<file path="src/rtl/ifetch_queue.sv">
// Instruction prefetch queue: in-order fetches to a variable-latency imem, buffered {instr, pc+4} toward IF/ID.
// Optional macro IFQ_BYPASS_EN: an empty queue forwards a response to the outputs in the same cycle.
module ifetch_queue #(
    parameter int          DEPTH     = 4,
    parameter int          MAX_OUTST = 2,
    parameter logic [31:0] RESET_PC  = 32'h0000_0000
) (
    input  logic        clk,
    input  logic        rst,
    input  logic        redirect_valid,
    input  logic [31:0] redirect_pc,
    output logic        imem_req,
    output logic [31:0] imem_addr,
    input  logic        imem_gnt,
    input  logic        imem_rvalid,
    input  logic [31:0] imem_rdata,
    output logic        out_valid,
    output logic [31:0] out_instr,
    output logic [31:0] out_pc_incr,
    input  logic        out_ready
);

    localparam int          PW      = (DEPTH > 1) ? $clog2(DEPTH) : 1;
    localparam int          CW      = $clog2(DEPTH + 1);
    localparam int          OW      = $clog2(MAX_OUTST + 1);
    localparam logic [31:0] DEPTH_U = DEPTH;
    localparam logic [31:0] MAXO_U  = MAX_OUTST;

    typedef enum logic {RUN = 1'b0, FLUSH = 1'b1} state_t;

    state_t        state_q, state_d;
    logic [31:0]   fetch_pc_q, fetch_pc_d;
    logic [31:0]   resp_pc_q, resp_pc_d;
    logic [CW-1:0] count_q, count_d;
    logic [OW-1:0] outst_q, outst_d;
    logic [OW-1:0] discard_q, discard_d;
    logic [PW-1:0] rd_ptr_q, rd_ptr_d;
    logic [PW-1:0] wr_ptr_q, wr_ptr_d;

    logic [31:0]   instr_mem [DEPTH];
    logic [31:0]   pcinc_mem [DEPTH];

    logic          grant;
    logic          resp_run;
    logic          push;
    logic          pop;
    logic          bypass_hit;
    logic          bypass_take;
    logic [OW-1:0] stale;

    // Requests depend only on registered state, so redirect never reaches imem_req combinationally.
    always_comb begin
        imem_req  = rst && (state_q == RUN) && (32'(outst_q) < MAXO_U)
                    && ((32'(count_q) + 32'(outst_q)) < DEPTH_U);
        imem_addr = fetch_pc_q;
    end

`ifdef IFQ_BYPASS_EN
    assign bypass_hit = rst && (count_q == '0) && (state_q == RUN) && imem_rvalid;
`else
    assign bypass_hit = 1'b0;
`endif

    assign grant       = imem_req & imem_gnt;
    assign resp_run    = imem_rvalid && (state_q == RUN);
    assign bypass_take = bypass_hit & out_ready;
    assign push        = resp_run && !bypass_take && !redirect_valid;
    assign pop         = (count_q != '0) && out_ready && !redirect_valid;
    // Responses already owed after this cycle; all of them are stale if a redirect happens now.
    assign stale       = outst_q + OW'(grant) - OW'(imem_rvalid);

    // Output process
    always_comb begin
        out_valid   = 1'b0;
        out_instr   = 32'h0;
        out_pc_incr = 32'h0;
        if (bypass_hit) begin
            out_valid   = 1'b1;
            out_instr   = imem_rdata;
            out_pc_incr = resp_pc_q + 32'd4;
        end else if (count_q != '0) begin
            out_valid   = 1'b1;
            out_instr   = instr_mem[rd_ptr_q];
            out_pc_incr = pcinc_mem[rd_ptr_q];
        end
    end

    // Datapath next-state: redirect overrides push, pop and the pc advance from a grant.
    always_comb begin
        fetch_pc_d = grant ? fetch_pc_q + 32'd4 : fetch_pc_q;
        resp_pc_d  = resp_run ? resp_pc_q + 32'd4 : resp_pc_q;
        outst_d    = stale;
        discard_d  = discard_q;
        if ((state_q == FLUSH) && imem_rvalid) begin
            discard_d = discard_q - OW'(1);
        end
        rd_ptr_d = pop ? rd_ptr_q + PW'(1) : rd_ptr_q;
        wr_ptr_d = push ? wr_ptr_q + PW'(1) : wr_ptr_q;
        count_d  = count_q + CW'(push) - CW'(pop);
        if (redirect_valid) begin
            fetch_pc_d = redirect_pc;
            resp_pc_d  = redirect_pc;
            count_d    = '0;
            rd_ptr_d   = '0;
            wr_ptr_d   = '0;
            if (state_q == RUN) begin
                discard_d = stale;
            end
        end
    end

    // FSM next-state process
    always_comb begin
        state_d = state_q;
        case (state_q)
            RUN:     if (redirect_valid && (stale != '0)) state_d = FLUSH;
            FLUSH:   if (discard_d == '0) state_d = RUN;
            default: state_d = RUN;
        endcase
    end

    // State register
    always_ff @(posedge clk or negedge rst) begin
        if (!rst) begin
            state_q    <= RUN;
            fetch_pc_q <= RESET_PC;
            resp_pc_q  <= RESET_PC;
            count_q    <= '0;
            outst_q    <= '0;
            discard_q  <= '0;
            rd_ptr_q   <= '0;
            wr_ptr_q   <= '0;
        end else begin
            state_q    <= state_d;
            fetch_pc_q <= fetch_pc_d;
            resp_pc_q  <= resp_pc_d;
            count_q    <= count_d;
            outst_q    <= outst_d;
            discard_q  <= discard_d;
            rd_ptr_q   <= rd_ptr_d;
            wr_ptr_q   <= wr_ptr_d;
        end
    end

    // Entry storage needs no reset; validity is tracked by count_q.
    always_ff @(posedge clk) begin
        if (push) begin
            instr_mem[wr_ptr_q] <= imem_rdata;
            pcinc_mem[wr_ptr_q] <= resp_pc_q + 32'd4;
        end
    end

endmodule
</file>
<file path="config.mk">
export PLATFORM = sky130hd
export DESIGN_NAME = ifetch_queue
export DESIGN_NICKNAME = d
export VERILOG_FILES = /design/src/rtl/ifetch_queue.sv
export SDC_FILE = /design/constraint.sdc
export NUM_CORES = 1
export LEC_CHECK = 0
export ABC_AREA = 1
export CAP_MARGIN = 5
export CELL_PAD_IN_SITES_DETAIL_PLACEMENT = 1
export CELL_PAD_IN_SITES_GLOBAL_PLACEMENT = 1
export CORE_ASPECT_RATIO = 1.25
export CORE_MARGIN = 3
export CORE_UTILIZATION = 47
export DETAILED_ROUTE_END_ITERATION = 12
export PLACE_DENSITY = 0.95
export SKIP_CTS_REPAIR_TIMING = 1
export SLEW_MARGIN = 40
export SYNTH_ARGS = -nofsm -noshare
export SYNTH_HDL_FRONTEND = slang
export SYNTH_SLANG_ARGS = --single-unit
</file>
<file path="constraint.sdc">
create_clock -name clk -period 10.53 [get_ports clk]
set_input_delay 2.106 -clock clk [delete_from_list [all_inputs] [get_ports clk]]
set_output_delay 2.106 -clock clk [all_outputs]
set_load 0.03 [all_outputs]
</file>
==> results.json <==
{
  "status": "completed",
  "antenna_left": 0,
  "first_global_vias": 13200,
  "clock-root-buffer": "sky130_fd_sc_hd__clkbuf_16",
  "antenna_found_initial": 0,
  "hpwlAfterDp_mm": 29.2,
  "final.period_utilization_pct": 56.0,
  "grt_util_all_layers_pct": 26.6,
  "synth_cells": 1538,
  "drt_iter0_drc": 933,
  "area_growth_pct": 21.2,
  "regToRegSetupSlack_ns": 7.43,
  "postSynth.asyncResetShare_pct": 22.9,
  "met3_length_mm": 2.09,
  "synth-edff-count": 256,
  "routed_metal_1_wire_length_mm": 17.7,
  "syn_nets": 1620,
  "startpoint_type": "flop",
  "worstSetupEndpointType": "output pin",
  "timing.fmax_ghz": 0.169,
  "grt_first_pass_wirelength_mm": 72.0,
  "setup_total_negative_slack_ns": 0,
  "critical_path_class": "flop to output pin",
  "place.port_buffers": 167,
  "cts_max_path_buffers": 3,
  "final_cell_mix": "341 x sky130_fd_sc_hd__nor2_1, 282 x sky130_fd_sc_hd__nand2_1, 256 x sky130_fd_sc_hd__edfxtp_1",
  "chipWidth_um": 166,
  "wire_per_inst_um": 21.6,
  "worstPathArrival_ns": 3.79,
  "gpl.final_weighted_congestion": 0.939,
  "grt.overflow.total": 0,
  "initial_utilization_pct": 48.2,
  "cts.clk_slew.worst_paths_ns": 0.06,
  "post_synth_instance_area_um2": 15100,
  "finalClockSkew_ns": 0.0142,
  "syn_avg_cell_area_um2": 9.79,
  "synth.top_cells.by_area": "sky130_fd_sc_hd__edfxtp_1 51%, sky130_fd_sc_hd__dfrtp_1 13%, sky130_fd_sc_hd__nor2_1 8.6%",
  "finalNonFillerCells": 2123,
  "max_capacitance_violation_count": 0,
  "design.portCount": 168,
  "placeableCoreArea_um2": 31300,
  "cts.sinks": 332,
  "final_common_cell": "sky130_fd_sc_hd__nor2_1",
  "yosys.cell_types.count": 36,
  "met2WireLength_mm": 24.3,
  "synth_sequential_area_ratio_pct": 63.7,
  "r2r_cells": 13,
  "worst_pin_slew_ns": 0.814,
  "clock_tree_from_tritoncts": "built",
  "final.min_clock_period_ns": 5.90,
  "synth_largest_area_cell": "sky130_fd_sc_hd__edfxtp_1",
  "floorplan_die_height_um": 206,
  "final-max-slew-violation-count": 0,
  "diodes": 0,
  "crit_required_ns": 8.42,
  "clock_insertion_delay_worst_skew_ns": 0.53,
  "dominantRegCellSynth": "sky130_fd_sc_hd__edfxtp_1",
  "yosys_warnings": 0,
  "cts.htree.levels": 2,
  "yosys_register_bits": 332,
  "route.final.wire_length_mm": 45.8,
  "power_density_nw_per_um2": 256,
  "irDropWorstVdd_mv": 0.152,
  "holdPathStages": 2,
  "cellLeakagePower_nw": 6.93,
  "placed_instance_count": 2060,
  "synth_largest_type_area_fraction_pct": 51.1,
  "worstPathMaxFanout": 87,
  "timing.max_slew.rel_slack_pct": 45.8,
  "num-nets-final": 1773,
  "top_layer": "met4",
  "drt_first_pass_iters": 5,
  "dieArea_um2": 34200,
  "final-setup-viol-count": 0,
  "route.vias.total": 12000,
  "number_of_placement_rows": 72,
  "pin_count_of_the_biggest_net_entering_global_routing": 109,
  "report.final.hold_viol_count": 0,
  "cts_made_buffers": 35,
  "setup_repair_after_global_routing_missed_its_margin": "false",
  "avgViaCountPerCell": 5.63,
  "post_route_cells_drive_above_1_share_pct": 6.24,
  "drc": 0,
  "hp-class": "flop to flop"
}
==> through the flow <==
| stage | power [mW] | hold WS, ns | worst slack (ns) | area [µm²] | util [%] |
|---|---|---|---|---|---|
| after floorplan | 2.72 | 0.476 | 4.67 | 15100 | - |
| after global placement | 3.36 | 0.469 | 4.80 | 17100 | 54.6 |
| after detailed placement | 3.45 | 0.487 | 4.78 | 17100 | 54.7 |
| after CTS | 4.69 | 0.520 | 4.64 | 18200 | 58.3 |
| after global routing | 4.88 | 0.551 | 4.46 | 18300 | 58.4 |
| final | 4.67 | 0.512 | 4.63 | 18300 | 58.4 |
==> logic make-up (layout without fill, tap and decap cells) <==
family	Yosys count	in the layout	synth area share, %
AOI/OAI and AO/OA	245	245	8.41
xor gates and xnor gates	27	27	1.72
adders and majority gates	12	12	1.05
buffers and inverters	168	346	4.52
DFF	332	332	63.7
and+or+nand+nor	754	754	20.6
==> layer usage <==
layer  up-vias  global-route usage (%)
li1       5429                       -
met1      6020                    31.2
met2       405                    49.3
met3       108                    3.50
met4         0                    11.6
met5         -                       0
==> registers in the layout, indices dropped and copies added (netlist names) <==
register	cells
count_q	3
discard_q	2
imem_addr	32
instr_mem	128
outst_q	2
pcinc_mem	128
rd_ptr_q	2
resp_pc_q	32
state_q	1
wr_ptr_q	2
==> power by group <==
| part | switching, mW | total [mW] | internal, mW |
|---|---|---|---|
| clock | 0.517 | 1.22 | 0.706 |
| sequential | 0.114 | 1.68 | 1.56 |
| combinational | 1.19 | 1.77 | 0.580 |
==> final timing paths <==
check                              from              end
setup / recovery            rd_ptr_q[0]  out_pc_incr[24]
hold / removal             imem_addr[0]     imem_addr[0]
setup reg to reg             count_q[1]       count_q[2]
hold reg to reg            imem_addr[0]     imem_addr[0]
max in group asynchronous           rst      rd_ptr_q[0]
min in group asynchronous           rst    imem_addr[23]
==> cell usage after synthesis (4+ instances only) <==
library cell and instances:
sky130_fd_sc_hd__inv_1 100, sky130_fd_sc_hd__nand2_1 282, sky130_fd_sc_hd__xnor2_1 8, sky130_fd_sc_hd__ha_1 11, sky130_fd_sc_hd__nor2_2 7, sky130_fd_sc_hd__edfxtp_1 256
sky130_fd_sc_hd__o211ai_1 10, sky130_fd_sc_hd__xor2_1 16, sky130_fd_sc_hd__nor2_1 346, sky130_fd_sc_hd__o21ai_0 154, sky130_fd_sc_hd__a21oi_1 71, sky130_fd_sc_hd__buf_2 30
sky130_fd_sc_hd__nor2_4 6, sky130_fd_sc_hd__clkbuf_1 17, sky130_fd_sc_hd__nor3_1 4, sky130_fd_sc_hd__nand3_2 4, sky130_fd_sc_hd__nand2_4 4, sky130_fd_sc_hd__buf_1 16
sky130_fd_sc_hd__dfrtp_1 76, sky130_fd_sc_hd__nand3_1 87
==> worst max-delay path: stages, from the launching register on <==
cell	delay, ns
sky130_fd_sc_hd__dfrtp_4	0.61
sky130_fd_sc_hd__inv_2	0.53
sky130_fd_sc_hd__buf_4	0.76
sky130_fd_sc_hd__o21ai_0	0.20
sky130_fd_sc_hd__a21oi_1	0.37
sky130_fd_sc_hd__clkdlybuf4s50_1	0.75
==> area by class of cell <==
type	instances	area (µm²)
Clock buffer	41	920
Sequential cell	332	9590
Inverter	102	383
Tap cell	407	509
Clock inverter	21	205
Timing Repair Buffer	182	1820
Multi-Input combinational cell	1038	4820
Fill cell	3399	13000
Note: power is estimated with default switching activity, not from simulation.
